===== src/rtl/mem_stage.sv =====
// mem_stage: pipeline memory stage between execute and writeback.
//
// Accepts one execute op per handshake (ALU pass-through, LOAD, STORE or
// bubble). Stores are written to the RAM on the accepting edge. Loads issue
// the RAM read on the accepting edge and capture the registered RAM output
// one edge later. The stage presents one registered result token to
// writeback under a valid/ready handshake.
//
// Ports:
//   clk, rst          clock, synchronous active-high reset
//   ex_valid/ex_ready execute handshake (ex_ready is combinational)
//   ex_op             00 ALU, 01 LOAD, 10 STORE, 11 bubble
//   ex_addr/ex_wdata  load/store word address and store data
//   ex_alu/ex_rd      ALU result and destination register
//   wb_valid/wb_ready writeback handshake
//   wb_data/wb_rd/wb_we result token
//   mem_*             RAM write/read ports (mem_data_out is the RAM's
//                     registered read data)
//   retire_cnt        tokens consumed by writeback, wraps at 16 bits
module mem_stage #(
    parameter int DW = 16,
    parameter int AW = 7,
    parameter int RW = 3
) (
    input  logic          clk,
    input  logic          rst,
    input  logic          ex_valid,
    output logic          ex_ready,
    input  logic [1:0]    ex_op,
    input  logic [AW-1:0] ex_addr,
    input  logic [DW-1:0] ex_wdata,
    input  logic [DW-1:0] ex_alu,
    input  logic [RW-1:0] ex_rd,
    output logic          wb_valid,
    input  logic          wb_ready,
    output logic [DW-1:0] wb_data,
    output logic [RW-1:0] wb_rd,
    output logic          wb_we,
    output logic          mem_we,
    output logic [AW-1:0] mem_w_addr,
    output logic [AW-1:0] mem_r_addr,
    output logic [DW-1:0] mem_data_in,
    input  logic [DW-1:0] mem_data_out,
    output logic [15:0]   retire_cnt
);

    typedef enum logic [1:0] {
        S_IDLE = 2'd0,
        S_LOAD = 2'd1,
        S_FULL = 2'd2
    } state_t;

    localparam logic [1:0] OP_ALU   = 2'b00;
    localparam logic [1:0] OP_LOAD  = 2'b01;
    localparam logic [1:0] OP_STORE = 2'b10;

    state_t        r_state;
    state_t        w_state_nxt;
    logic          r_wb_valid;
    logic [DW-1:0] r_wb_data;
    logic [DW-1:0] w_wb_data_nxt;
    logic [RW-1:0] r_wb_rd;
    logic [RW-1:0] w_wb_rd_nxt;
    logic          r_wb_we;
    logic          w_wb_we_nxt;
    logic [15:0]   r_retire_cnt;

    logic          w_ready;
    logic          w_accept;
    logic          w_retire;

    // A new op may enter when the result register is empty, or when its
    // current token leaves this same cycle. A pending load blocks entry.
    assign w_ready  = !rst && ((r_state == S_IDLE) ||
                               ((r_state == S_FULL) && wb_ready));
    assign w_accept = ex_valid && w_ready;
    assign w_retire = (r_state == S_FULL) && wb_ready;

    assign ex_ready    = w_ready;
    assign mem_we      = w_accept && (ex_op == OP_STORE);
    assign mem_w_addr  = ex_addr;
    assign mem_r_addr  = ex_addr;
    assign mem_data_in = ex_wdata;

    assign wb_valid   = r_wb_valid;
    assign wb_data    = r_wb_data;
    assign wb_rd      = r_wb_rd;
    assign wb_we      = r_wb_we;
    assign retire_cnt = r_retire_cnt;

    always_comb begin
        w_state_nxt   = r_state;
        w_wb_data_nxt = r_wb_data;
        w_wb_rd_nxt   = r_wb_rd;
        w_wb_we_nxt   = r_wb_we;

        case (r_state)
            // RAM data for the load issued last edge is valid now.
            S_LOAD: begin
                w_wb_data_nxt = mem_data_out;
                w_state_nxt   = S_FULL;
            end
            S_FULL: begin
                if (wb_ready) begin
                    w_state_nxt = S_IDLE;
                end
            end
            default: ;
        endcase

        // An accepted op overrides the drain above; it never occurs in LOAD.
        if (w_accept) begin
            w_wb_rd_nxt = ex_rd;
            case (ex_op)
                OP_ALU: begin
                    w_wb_data_nxt = ex_alu;
                    w_wb_we_nxt   = 1'b1;
                    w_state_nxt   = S_FULL;
                end
                OP_LOAD: begin
                    w_wb_we_nxt   = 1'b1;
                    w_state_nxt   = S_LOAD;
                end
                OP_STORE: begin
                    w_wb_data_nxt = ex_wdata;
                    w_wb_we_nxt   = 1'b0;
                    w_state_nxt   = S_FULL;
                end
                default: begin
                    w_wb_data_nxt = '0;
                    w_wb_we_nxt   = 1'b0;
                    w_state_nxt   = S_FULL;
                end
            endcase
        end
    end

    always_ff @(posedge clk) begin
        if (rst) begin
            r_state      <= S_IDLE;
            r_wb_valid   <= 1'b0;
            r_wb_data    <= '0;
            r_wb_rd      <= '0;
            r_wb_we      <= 1'b0;
            r_retire_cnt <= 16'd0;
        end else begin
            r_state    <= w_state_nxt;
            r_wb_valid <= (w_state_nxt == S_FULL);
            r_wb_data  <= w_wb_data_nxt;
            r_wb_rd    <= w_wb_rd_nxt;
            r_wb_we    <= w_wb_we_nxt;
            if (w_retire) begin
                r_retire_cnt <= r_retire_cnt + 16'd1;
            end
        end
    end

endmodule


===== config.mk =====
export PLATFORM = sky130hd
export DESIGN_NAME = mem_stage
export DESIGN_NICKNAME = d
export VERILOG_FILES = /design/src/rtl/mem_stage.sv
export SDC_FILE = /design/constraint.sdc
export NUM_CORES = 1
export LEC_CHECK = 0
export ABC_AREA = 1
export CAP_MARGIN = 20
export CORE_ASPECT_RATIO = 0.9
export CORE_MARGIN = 1
export CORE_UTILIZATION = 36
export CTS_CLUSTER_DIAMETER = 150
export DETAILED_ROUTE_END_ITERATION = 12
export GPL_ROUTABILITY_DRIVEN = 0
export PLACE_DENSITY_LB_ADDON = 0.3
export SETUP_SLACK_MARGIN = 0.4
export SYNTH_ARGS = -nofsm -noshare
export SYNTH_HDL_FRONTEND = slang
export SYNTH_SLANG_ARGS = --single-unit

===== constraint.sdc =====
create_clock -name clk -period 1.3 [get_ports clk]
set_input_delay 0.26 -clock clk [delete_from_list [all_inputs] [get_ports clk]]
set_output_delay 0.26 -clock clk [all_outputs]
set_load 0.02 [all_outputs]

==> impl_results.md <==
- Status: complete, but fails checks
- Failing checks: negative setup slack
- Buffer and inverter count on the worst path: 2
- Clk_lat worst skew: 0.30 ns
- Power per cell area: 683 nW/um2
- Gate Count Post-Synth: 403
- Final Hold Viols: 0
- # IOs: between 100 and 150
- DRC: 0
- Setup Crit Path Kind: reg2out
- Clock Skews: about 0.011 ns
- Sequential area share after synthesis: 0.309
- Total Routing Usage GR: 0.221
- CTS buffer count: 5
- First-pass GRT wire length: 12900 um
- Count of state elements after synthesis: 39
- Die Wd: between 90 and 100 um
- Placed cell count: 598
- Initial core utilization: 0.378
- Arrival time at the worst endpoint: 1.43 ns
- Core area: 6690 um2
- Vias in the first global route: 2779
- CTS hold repair buffers: 0
- Initial DRC Count: 154
- Share of layout cells above drive strength 1: 0.520
- CP max stage cell: dfxtp_2
- Routed len/inst: 14.5 um
- Type of origin of the critical path: flop
- Synth warnings: 0
- Area contributors post-synth: dfxtp_1 31%, nand2_1 21%, buf_4 9.8%
- Power, Total: 3.30 mW
- Met2 Routed Length: between 4000 and 5000 um
- Final worst slack: -0.392 ns
- Hold_ws: 0.447 ns
- Initial antenna violation count: 0
- CTS H-tree depth: 2
- Largest net degree at the start of global routing: 25
- Crit path largest cell delay: 0.35 ns
- Final setup viols: 36
- Area Growth Syn to Fin: 90.8%
- Met1 wire length: approximately 3600 um
- # rows: 28
- Grt ovf: 0
- Syn_area_per_cell: 6.27 um2
- Slew of the pin with the lowest slew margin: 0.389 ns
- Achievable Freq: slightly below 600 MHz
- Final Non-Filler Cells: ~620
- Min cycle time layout: 1.69 ns
- RSZ-0062 raised after global routing: true
- Critical path peak fanout: 2
- Final slew viol count: 0
- Detail Placement HPWL: 5420 um
- Max clock buf depth: 2
- Pleak: 2.09 nW
- Critical path required time: 1.04 ns
- Die Y: 81.5 um
- Via density: 4.85
- HP Class: in2reg
- Highest metal used: met4
- CP Cell Sequence: inv_4 -> ha_4 -> nand2_4 -> nand2_4 -> nand3_4 -> nor3_4 -> buf_6
- Cell family with most CP delay: simple AND/OR/NAND/NOR gates
- Pre-Repair DR Iteration Count: 4
- Clk sinks: 39
- Reg clk slew, reported paths: 0.09 ns
- Max_slew headroom: 0.741
- Via Count: just over 3000
- VDD IR-drop max: 0.445 mV
- Max-cap violation count: 0
- Die area: 7360 um2
- CTS tree: built
- Post-synthesis cell area: 2530 um2
- Most used cell, CP: nand2_4
- Fill count: 498
- Area leader, netlist: dfxtp_1
- Synth top area share: 0.309
- Met3 wire length: about 450 um
- Worst setup EP type: primary output
- Post-Syn Nets: 472
- Nets@finish: 601
- Yosys cell types: 25
- Final WL: between 9000 and 10000 um
- Final ANT Viol Nets: 0
- Ant diodes: 0
- I/O Buffers: 111
- Ratio of final minimum period to clock period: 1.30
- CTS Root Cell: clkbuf_8
synth_stat cells (all sizes together):
cell type  instances
a21oi             24
clkbuf             2
xor2               2
nor3b              1
dfxtp             39
nand3             35
nand3b             2
ha                 5
nor3               3
o21ai             24
inv               40
nand4              2
nor2              36
buf               42
nand2            145
clkinv             1
final cells by class:
class | count | area (um2) | area share
multi-input cells | 279 | 1860 | 0.385
inverters | 41 | 185 | 0.0384
well taps | 90 | 113 | 0.0233
clock inverters | 3 | 20.0 | 0.00415
repair buffers | 166 | 1730 | 0.358
flip-flops and latches | 39 | 852 | 0.177
clock buffers | 5 | 68.8 | 0.0143
registers in the layout, indices dropped and copies added (netlist names):
name,count
wb_we,1
r_state,2
wb_data,16
wb_rd,3
retire_cnt,16
wb_valid,1
worst reg2reg max path: cells and delay by family, from the launching register on:
kind / cells / cell delay, ns
simple gates: 4 / 0.26
flops: 1 / 0.35
buf+inv: 5 / 0.58
compound gates: 1 / 0.13
fa+ha+maj: 1 / 0.15
worst paths after layout:
check	to	from	slack (ns)	cells past startpoint
worst max-delay path	mem_we	r_state[0]	-0.39	7
worst min-delay path	wb_data[0]	ex_wdata[0]	0.45	5
worst max register to register	wb_data[11]	r_state[0]	-0.25	11
worst min register to register	wb_rd[2]	wb_rd[2]	0.47	2
per-layer routing:
layer	GRT usage	up-vias
li1	-	1495
met1	0.262	1388
met2	0.398	111
met3	0.0352	25
met4	0.105	0
met5	0	-
report_power, final:
group / total (mW) / internal [mW] / switching, mW
clock: 0.853 / 0.374 / 0.479
combinational: 1.16 / 0.592 / 0.569
sequential: 1.28 / 1.24 / 0.0441
cells in the final DEF (no fill, tap or decap), types with 2 or more instances in the layout:
cell | synthesis | layout
dfxtp_4 | 0 | 9
nand2_1 | 143 | 108
a21oi_2 | 10 | 19
xor2_1 | 2 | 2
buf_16 | 0 | 2
inv_4 | 0 | 4
nand3_4 | 0 | 2
ha_4 | 0 | 4
dfxtp_2 | 0 | 30
nand4_1 | 2 | 2
buf_4 | 33 | 44
inv_1 | 37 | 33
o21ai_2 | 0 | 11
nand3_1 | 34 | 15
nand2_4 | 0 | 17
clkdlybuf4s15_1 | 0 | 16
clkdlybuf4s50_1 | 0 | 40
nor2_4 | 2 | 8
nand3_2 | 1 | 18
o21ai_0 | 23 | 3
nor3_1 | 3 | 2
buf_6 | 1 | 57
nor2_1 | 34 | 24
clkbuf_8 | 0 | 5
nand2_2 | 2 | 19
inv_2 | 3 | 2
nor2_2 | 0 | 4
buf_12 | 0 | 5
a21oi_1 | 14 | 5
o21ai_1 | 1 | 3
nand3b_1 | 2 | 2
clkinvlp_4 | 0 | 2
o21ai_4 | 0 | 7
stage by stage:
step	setup TNS [ns]	area, um2	worst slack [ns]	utilization
after global placement	-22.48	3870	-0.832	0.579
after CTS	-5.85	4300	-0.346	0.642
final	-6.12	4830	-0.392	0.721
after floorplan	-0.142	2660	-0.142	-
after global routing	-7.95	4830	-0.428	0.721
after detailed placement	-22.49	3870	-0.794	0.579
cell families (layout without fill, tap and decap cells):
| kind of cell | Yosys count | count (layout) | synth area share |
|---|---|---|---|
| buf+inv | 85 | 215 | 0.182 |
| fa+ha+maj | 5 | 5 | 0.0247 |
| flops | 39 | 39 | 0.309 |
| compound gates | 48 | 48 | 0.110 |
| xor+xnor | 2 | 2 | 0.00693 |
| simple gates | 224 | 224 | 0.368 |
repair_timing:
action | 4_1_cts | 5_1_grt
buffers inserted | 6 | 7
resized for setup | 425 | 118
gates cloned | 2 | 2
pin swaps | 10 | 39
endpoints found under the setup margin | 94 | 78
Note: power is estimated with default switching activity, not from simulation.
